**src/rtl/stream_extremum_tracker_pkg.sv**
```systemverilog
// Shared state encodings and default widths for the stream extremum tracker.
package stream_extremum_tracker_pkg;

    localparam int unsigned DATA_W_DEF = 16;
    localparam int unsigned CNT_W_DEF  = 16;

    typedef enum logic [1:0] {
        ST_IDLE  = 2'd0,
        ST_ACCUM = 2'd1,
        ST_HOLD  = 2'd2
    } state_t;

endpackage : stream_extremum_tracker_pkg

```
**src/rtl/stream_extremum_tracker_cmp_select.sv**
```systemverilog
// Combinational two-input max/min selector; ties keep the running value i_a.
module cmp_select #(
    parameter int unsigned DATA_W   = 16,
    parameter bit          SIGNED   = 1'b0,
    parameter bit          PICK_MAX = 1'b1
) (
    input  logic [DATA_W-1:0] i_a,
    input  logic [DATA_W-1:0] i_b,
    output logic [DATA_W-1:0] o_y_c
);

    logic w_b_gt_a;
    logic w_b_lt_a;

    // Magnitude or two's-complement ordering of the candidate against the running value
    always_comb begin
        if (SIGNED) begin
            w_b_gt_a = $signed(i_b) > $signed(i_a);
            w_b_lt_a = $signed(i_b) < $signed(i_a);
        end else begin
            w_b_gt_a = i_b > i_a;
            w_b_lt_a = i_b < i_a;
        end
    end

    // Replace the running value only on a strict improvement
    always_comb begin
        o_y_c = i_a;
        if (PICK_MAX) begin
            if (w_b_gt_a) o_y_c = i_b;
        end else begin
            if (w_b_lt_a) o_y_c = i_b;
        end
    end

endmodule : cmp_select

```
**src/rtl/stream_extremum_tracker.sv**
```systemverilog
// Per-frame max/min/beat-count tracker on a valid/ready stream with a held result port.
module stream_extremum_tracker
    import stream_extremum_tracker_pkg::*;
#(
    parameter int unsigned DATA_W = DATA_W_DEF,
    parameter int unsigned CNT_W  = CNT_W_DEF,
    parameter bit          SIGNED = 1'b0
) (
    input  logic              clk,
    input  logic              rst,
    input  logic              in_valid,
    output logic              in_ready,
    input  logic [DATA_W-1:0] in_data,
    input  logic              in_last,
    output logic              out_valid,
    input  logic              out_ready,
    output logic [DATA_W-1:0] out_max,
    output logic [DATA_W-1:0] out_min,
    output logic [CNT_W-1:0]  out_count
);

    state_t            r_state;
    logic [DATA_W-1:0] r_acc_max;
    logic [DATA_W-1:0] r_acc_min;
    logic [CNT_W-1:0]  r_acc_cnt;
    logic [DATA_W-1:0] r_out_max;
    logic [DATA_W-1:0] r_out_min;
    logic [CNT_W-1:0]  r_out_cnt;
    logic              r_out_valid;
    logic              r_in_ready;

    logic              w_beat;
    logic [DATA_W-1:0] w_new_max;
    logic [DATA_W-1:0] w_new_min;
    logic [CNT_W-1:0]  w_new_cnt;

    assign w_beat = in_valid & r_in_ready;

    // Count stops at all-ones; extrema keep updating past saturation
    assign w_new_cnt = (r_acc_cnt == {CNT_W{1'b1}}) ? r_acc_cnt : r_acc_cnt + CNT_W'(1);

    cmp_select #(
        .DATA_W   (DATA_W),
        .SIGNED   (SIGNED),
        .PICK_MAX (1'b1)
    ) u_sel_max (
        .i_a   (r_acc_max),
        .i_b   (in_data),
        .o_y_c (w_new_max)
    );

    cmp_select #(
        .DATA_W   (DATA_W),
        .SIGNED   (SIGNED),
        .PICK_MAX (1'b0)
    ) u_sel_min (
        .i_a   (r_acc_min),
        .i_b   (in_data),
        .o_y_c (w_new_min)
    );

    // Frame FSM: accumulate beats, publish on last, hold result until the consumer takes it
    always_ff @(posedge clk or posedge rst) begin
        if (rst) begin
            r_state     <= ST_IDLE;
            r_acc_max   <= '0;
            r_acc_min   <= '0;
            r_acc_cnt   <= '0;
            r_out_max   <= '0;
            r_out_min   <= '0;
            r_out_cnt   <= '0;
            r_out_valid <= 1'b0;
            r_in_ready  <= 1'b1;
        end else begin
            case (r_state)
                ST_IDLE: begin
                    if (w_beat) begin
                        r_acc_max <= in_data;
                        r_acc_min <= in_data;
                        r_acc_cnt <= CNT_W'(1);
                        if (in_last) begin
                            r_out_max   <= in_data;
                            r_out_min   <= in_data;
                            r_out_cnt   <= CNT_W'(1);
                            r_out_valid <= 1'b1;
                            r_in_ready  <= 1'b0;
                            r_state     <= ST_HOLD;
                        end else begin
                            r_state <= ST_ACCUM;
                        end
                    end
                end
                ST_ACCUM: begin
                    if (w_beat) begin
                        r_acc_max <= w_new_max;
                        r_acc_min <= w_new_min;
                        r_acc_cnt <= w_new_cnt;
                        if (in_last) begin
                            r_out_max   <= w_new_max;
                            r_out_min   <= w_new_min;
                            r_out_cnt   <= w_new_cnt;
                            r_out_valid <= 1'b1;
                            r_in_ready  <= 1'b0;
                            r_state     <= ST_HOLD;
                        end
                    end
                end
                ST_HOLD: begin
                    if (out_ready) begin
                        r_out_valid <= 1'b0;
                        r_in_ready  <= 1'b1;
                        r_state     <= ST_IDLE;
                    end
                end
                default: begin
                    r_out_valid <= 1'b0;
                    r_in_ready  <= 1'b1;
                    r_state     <= ST_IDLE;
                end
            endcase
        end
    end

    assign in_ready  = r_in_ready;
    assign out_valid = r_out_valid;
    assign out_max   = r_out_max;
    assign out_min   = r_out_min;
    assign out_count = r_out_cnt;

endmodule : stream_extremum_tracker

```
**config.mk**
```make
export PLATFORM = sky130hd
export DESIGN_NAME = stream_extremum_tracker
export DESIGN_NICKNAME = d
export VERILOG_FILES = /design/src/rtl/stream_extremum_tracker_pkg.sv /design/src/rtl/stream_extremum_tracker_cmp_select.sv /design/src/rtl/stream_extremum_tracker.sv
export SDC_FILE = /design/constraint.sdc
export NUM_CORES = 1
export LEC_CHECK = 0
export CELL_PAD_IN_SITES_DETAIL_PLACEMENT = 1
export CELL_PAD_IN_SITES_GLOBAL_PLACEMENT = 1
export CORE_UTILIZATION = 35
export DETAILED_ROUTE_END_ITERATION = 10
export MAX_ROUTING_LAYER = met4
export PLACE_DENSITY = 0.73
export REMOVE_ABC_BUFFERS = 1
export SLEW_MARGIN = 40
export SYNTH_ARGS = -nofsm -noshare
export SYNTH_HDL_FRONTEND = slang
export SYNTH_SLANG_ARGS = --single-unit
```
**constraint.sdc**
```tcl
create_clock -name clk -period 3.9 [get_ports clk]
set_input_delay 0.78 -clock clk [delete_from_list [all_inputs] [get_ports clk]]
set_output_delay 0.78 -clock clk [all_outputs]
set_load 0.005 [all_outputs]
```
==> flow_summary.toml <==
[setup_path]
cp_max_fo = 24
slowest_delay_ns = 0.63
arrival_ns = 3.47
path_class = "input pin to flop"
slowest_stage = "clkdlybuf4s50_1"
path_cells = "clkdlybuf4s50_1 > ha_1 > and2_1 > a221o_1 > a211o_1 > o31ai_4 > buf_4 > mux2i_1 > a21oi_1"
cp-start-kind = "input pin"
critPathCaptureType = "flop"
worstPathRequired_ns = 4.11

[logic_synthesis]
synthFlopType = "dfrtp_1"
post_synth_inst_count = 578
synth_top_area_share_pct = 45.1
synthMuxAreaShare_pct = 6.59
yosysTopAreaCell = "dfrtp_1"
synth_xor_area_share_pct = 1.60
synthTopCellsByCount = "dfrtp_1, nand2_1, nor2_1, a21oi_1, inv_1"
synth.distinct_cells = 54
synth_compound_area_share_pct = 18.7
ys_ff_latch = 100
synth_top_family_by_area = "compound AO/OA/AOI/OAI gates"
synthArstFlopShare_pct = 100
synth-simple-area-share_pct = 14.7
yosysSeqAreaShare_pct = 45.6
synthAdderAreaFrac_pct = 7.29
yosys-top-cells-area = "dfrtp_1, ha_1, a21oi_1"
yosysMostFrequentCell = "dfrtp_1"
yosys_warnings = 0
synth_edf_count = 0
syn_avg_cell_area_um2 = 9.50
netlist_area_mm2 = 0.00549

[clock_network]
clkTransAtPathRegs_ns = 0.07
clock_latency_ns = 0.35
cts_tree = "done"
clock-sinks = 100
post_cts_buffers = 0
htree_levels = 3
cts_max_path_buffers = 2
root_buffer = "clkbuf_16"
numCtsBuffers = 9
ctsHoldBuffers = 0
cts_resized = 0

[die]
start_util_pct = 36.0
dieArea_mm2 = 0.0162
die_h_um = 127
coreArea_mm2 = 0.0153
num_rows = 45
io_pins = 71
die_w_um = 127

[grt]
grt_max_degree = 59
grt_antenna_before_repair = 0
grt_pass1_vias = 5024
grt_pass1_wl_mm = 26.0
grt_usage_pct = 21.0
overflow = 0

[timing]
min_period_ns = 3.27
maxSlewHeadroom_pct = 50.3
post-route-period-util_pct = 83.7
finClkSkew_ns = 0.0125
hold_viol = 0
timing.fmax_mhz = 306
setup_ws_ns = 0.634
slew_viol_final = 0
rsz0062_at_grt = "no"
setup_viol = 0
worst_pin_slew_ns = 0.741

[run]
maxCapViolCount = 0

[placement]
port-buffer-count = 70
place_area_mm2 = 0.00650
dp_hpwl_mm = 10.9
gp_congestion = 0.799
dp_slack_ns = 0.259

[finish]
nNetsFinal = 700
syn_to_final_growth_pct = 23.9
drive_gt1_share_pct = 9.36
fin_area_mm2 = 0.00680
diodes = 0
final_util_pct = 44.6

[detailed_routing]
ant_nets = 0
drc = 0
firstDrtPassIters = 4
vias = 4749
dr.first_iter.drc_count = 259
viasPerCell = 5.50
wl_per_cell_um = 18.2
totalWireLength_mm = 15.7

[power]
peakVddDrop_v = 0.000315
finalPower_mw = 4.74
leakagePower_nw = 2.99
p_per_area_mw_per_mm2 = 697

[outcome]
status = "finished clean"

[min_path]
hold_path_class = "flop to flop"
[final timing paths]
path / from / endpoint / slack (ns) / depth (start not counted)
min in group asynchronous: rst / out_min[2] / 0.86 / 2
worst min-delay path: out_count[2] / out_count[2] / 0.48 / 2
worst min register to register: out_count[2] / out_count[2] / 0.48 / 2
max in group asynchronous: rst / in_ready / 2.29 / 3
worst max-delay path: in_data[11] / out_min[7] / 0.63 / 9
worst max register to register: r_acc_max[5] / r_acc_max[6] / 1.23 / 9
[through the flow]
stage,setup TNS [ns],hold WS [ns],cells
finish,0,0.478,863
detailed placement,0,0.468,847
global placement,0,0.455,847
CTS,0,0.484,863
floorplan,-1.15,0.463,541
global route,0,0.506,863
[layer usage]
layer  vias up  GRT usage [%]  part of all wire [%]
li1       2231              -                     -
met1      2390           27.9                    47
met2       103           33.4                    47
met3        25           2.60                   4.1
met4         0           7.35                   2.3
met5         -              -                     0
[where the power goes]
part	internal, mW	switching [mW]	total, mW
sequential	1.43	0.299	1.73
clock	0.531	0.406	0.938
combinational	0.975	1.10	2.07
[cells by family (layout without fill, tap and decap cells)]
family / count (synthesis) / after routing
AO/OA/AOI/OAI: 152 / 152
XOR/XNOR: 10 / 10
adder cells (fa/ha/maj): 32 / 32
buffers and inverters: 74 / 148
flip-flops: 100 / 100
multiplexers: 34 / 34
AND/OR/NAND/NOR: 176 / 176
[sequential cells by signal, summed over array words and instances (netlist names)]
name and count:
out_count 16, in_ready 1, r_state 2, out_valid 1
r_acc_max 16, r_acc_min 16, r_acc_cnt 16, out_min 16
out_max 16
[critical path: cells and delay by family]
| family | cells | cell delay, ns |
|---|---|---|
| buffers and inverters | 2 | 0.99 |
| multiplexers | 1 | 0.26 |
| adder cells (fa/ha/maj) | 1 | 0.30 |
| AO/OA/AOI/OAI | 4 | 0.96 |
| AND/OR/NAND/NOR | 1 | 0.17 |
[layout make-up]
cell class / count / area [um^2]
Fill cell: 1746 / 8460
Multi-Input combinational cell: 404 / 2700
Sequential cell: 100 / 2500
Timing Repair Buffer: 95 / 888
Tap cell: 211 / 264
Clock buffer: 12 / 256
Inverter: 37 / 141
Clock inverter: 4 / 47.5
[layout by cell type (no fill, tap or decap), types with 7 or more instances in the layout]
cell type | Yosys | final
dfrtp_1 | 99 | 99
clkdlybuf4s50_1 | 0 | 70
nand2_1 | 49 | 49
nor2_1 | 49 | 48
a21oi_1 | 37 | 37
inv_1 | 37 | 36
o21ai_0 | 35 | 35
ha_1 | 32 | 32
nand3_1 | 29 | 29
buf_4 | 3 | 25
nor3_1 | 18 | 18
mux2i_1 | 17 | 17
o221ai_1 | 16 | 16
a221oi_1 | 16 | 16
mux2_1 | 11 | 11
a31oi_1 | 9 | 9
clkbuf_16 | 0 | 9
nand4_1 | 8 | 8
o31ai_1 | 8 | 8
a21o_1 | 7 | 7
(Power assumes the default switching activity.)
==> variant, RTL diff (config.mk and constraints unchanged) <==
The package constant `CNT_W_DEF` goes from 16 to 14.
--- a/src/rtl/stream_extremum_tracker_pkg.sv
+++ b/src/rtl/stream_extremum_tracker_pkg.sv
@@ -2,7 +2,7 @@
 package stream_extremum_tracker_pkg;
 
     localparam int unsigned DATA_W_DEF = 16;
-    localparam int unsigned CNT_W_DEF  = 16;
+    localparam int unsigned CNT_W_DEF  = 14;
 
     typedef enum logic [1:0] {
         ST_IDLE  = 2'd0,
Ports: changed (resized out_count); port bits go from 71 to 69. The function was not compared with the original's and may differ.
==> variant against the original RTL <==
- the flow now finishes with violations (DRC)
- global-route usage decreased by 0.68 points
- worst setup slack got worse by 0.0022 ns
- sequential cell count down 4
- design area shrank 2.9%
- wire length down 7.1%
- synthesized area decreased by 3.8%
- worst hold slack improved by 0.0020 ns
- largest cell class unchanged
- highest routed layer unchanged
Power is not compared: it rests on default switching activity, and its combinational part moved more than twofold at a synthesized area within 25%.
==> variant: results (changes against the original RTL) <==
outcome: "finished with violations"
violations: "DRC"
yosysUniqueCellTypes: 50  # -7.4%
wl_met1_mm: 6.690  # -9.4%
grt_first_pass_wirelength_mm: 24.38  # -6.0%
skew_ns: 0.005009  # -0.007483 ns
clk_pin_slew_ns: 0.06
setup_violations: 0  # unchanged
vias: 4364  # -8.1%
port_buffers: 68  # -2.9%
power_density_nw_per_um2: 295.5
pg_comb_mw: 0.134
cts_made_buffers: 9  # unchanged
wire_per_inst_um: 18.30  # +0.35%
synthTopCellsByArea: "dfrtp_1, ha_1, mux2_2"
post-cts-setup-buffers: 0  # unchanged
r2r_cells: 9  # unchanged
synth_common_cells: "dfrtp_1, nand2_1, nor2_1"
yosysWarnings: 0  # unchanged
switchingPower_mw: 0.4508
peakVddDrop_mv: 0.2072
grt_pass1_vias: 4788  # -4.7%
crit_path_max_fanout: 16  # -33%
top_layer: "met4"
gp_congestion: 0.7868  # -1.5%
grt_usage_pct: 20.36  # -0.68 points
fin_nets: 663  # -5.3%
worstHoldPathType: "flip-flop to flip-flop"
dp.cells: 783  # -7.6%
max_slew_margin_pct: 52.44  # +2.1 points
power.leakage_nw: 2.992
synth-seq-area-share_pct: 45.50  # -0.10 points
wl_met2_mm: 6.941  # -5.5%
fin_cells: 799  # -7.4%
detailroute.wirelength.met3_um: 597  # -6.9%
dp_hpwl_mm: 10.32  # -5.1%
dp_slack_ns: 0.2929  # +0.03415 ns
drc: 10  # +10
slowest_delay_ns: 0.47  # -0.16 ns
syn_inst: 530  # -8.3%
antenna_found_initial: 0  # unchanged
placed_cell_area_sq_um: 6331  # -2.6%
hold_depth: 2  # unchanged
grt_start_max_net_pins: 50  # -15%
htreeDepth: 3  # unchanged
cp_slowest_cell: "clkdlybuf4s50_1"
synthArstFlopShare_pct: 100.0  # unchanged
clockBufferDepth: 2  # unchanged
ctsResizeCount: 0  # unchanged
clock_latency_ns: 0.35  # about the same
drtPass1Iterations: 7  # +3
drtIter0Drc: 168  # -35%
layout-drive-gt1-share_pct: 13.50  # +4.1 points
[variant: cell types whose count changed in the layout (fill, tap and decap cells not counted), moves of 10 or more]
| cell | change |
|---|---|
| o21ai_0 | -12 |
| mux2_2 | +16 |
| mux2_4 | +10 |
| nand2_1 | +16 |
| nand3_1 | -19 |
| mux2_1 | -11 |
[variant: final timing paths]
path | start | endpoint | slack (ns)
worst max-delay path | in_data[13] | r_acc_min[12]$_DFFE_PP0P_ | 0.63
worst min-delay path | out_count[6]$_DFFE_PP0P_ | out_count[6]$_DFFE_PP0P_ | 0.48
worst max register to register | r_acc_min[14]$_DFFE_PP0P_ | r_acc_min[12]$_DFFE_PP0P_ | 1.31
worst min register to register | out_count[6]$_DFFE_PP0P_ | out_count[6]$_DFFE_PP0P_ | 0.48
max in group asynchronous | rst | out_max[11]$_DFFE_PP0P_ | 2.32
min in group asynchronous | rst | out_count[6]$_DFFE_PP0P_ | 0.88
[variant: routing by layer]
metal  global-route usage [%]  vias to the layer above
met3                    2.749                       29
met4                    9.254                        0
met5                        -                        -
met1                    25.27                     2180
li1                         -                     2061
met2                    33.08                       94
[variant: area by class of cell]
class	count	area (sq um)
Clock buffer	15	257.7
Clock inverter	1	5.005
Fill cell	1671	8041
Inverter	35	133.9
Multi-Input combinational cell	372	2644
Sequential cell	96	2404
Tap cell	184	230.2
Timing Repair Buffer	96	928.4
[variant: tightest hold or removal path, stage by stage, from the launching register on]
cell and delay (ns):
dfrtp_1 0.34, nand2_1 0.05, o31ai_1 0.05
[variant: cell families (layout without fill, tap and decap cells)]
group,after synthesis,count (layout),synth area share [%]
buf+inv,62,147,4.855
simple gates,157,157,13.43
flops,96,96,45.50
xor+xnor,11,11,1.824
mux,49,49,10.75
compound gates,123,123,16.06
fa+ha+maj,32,32,7.579
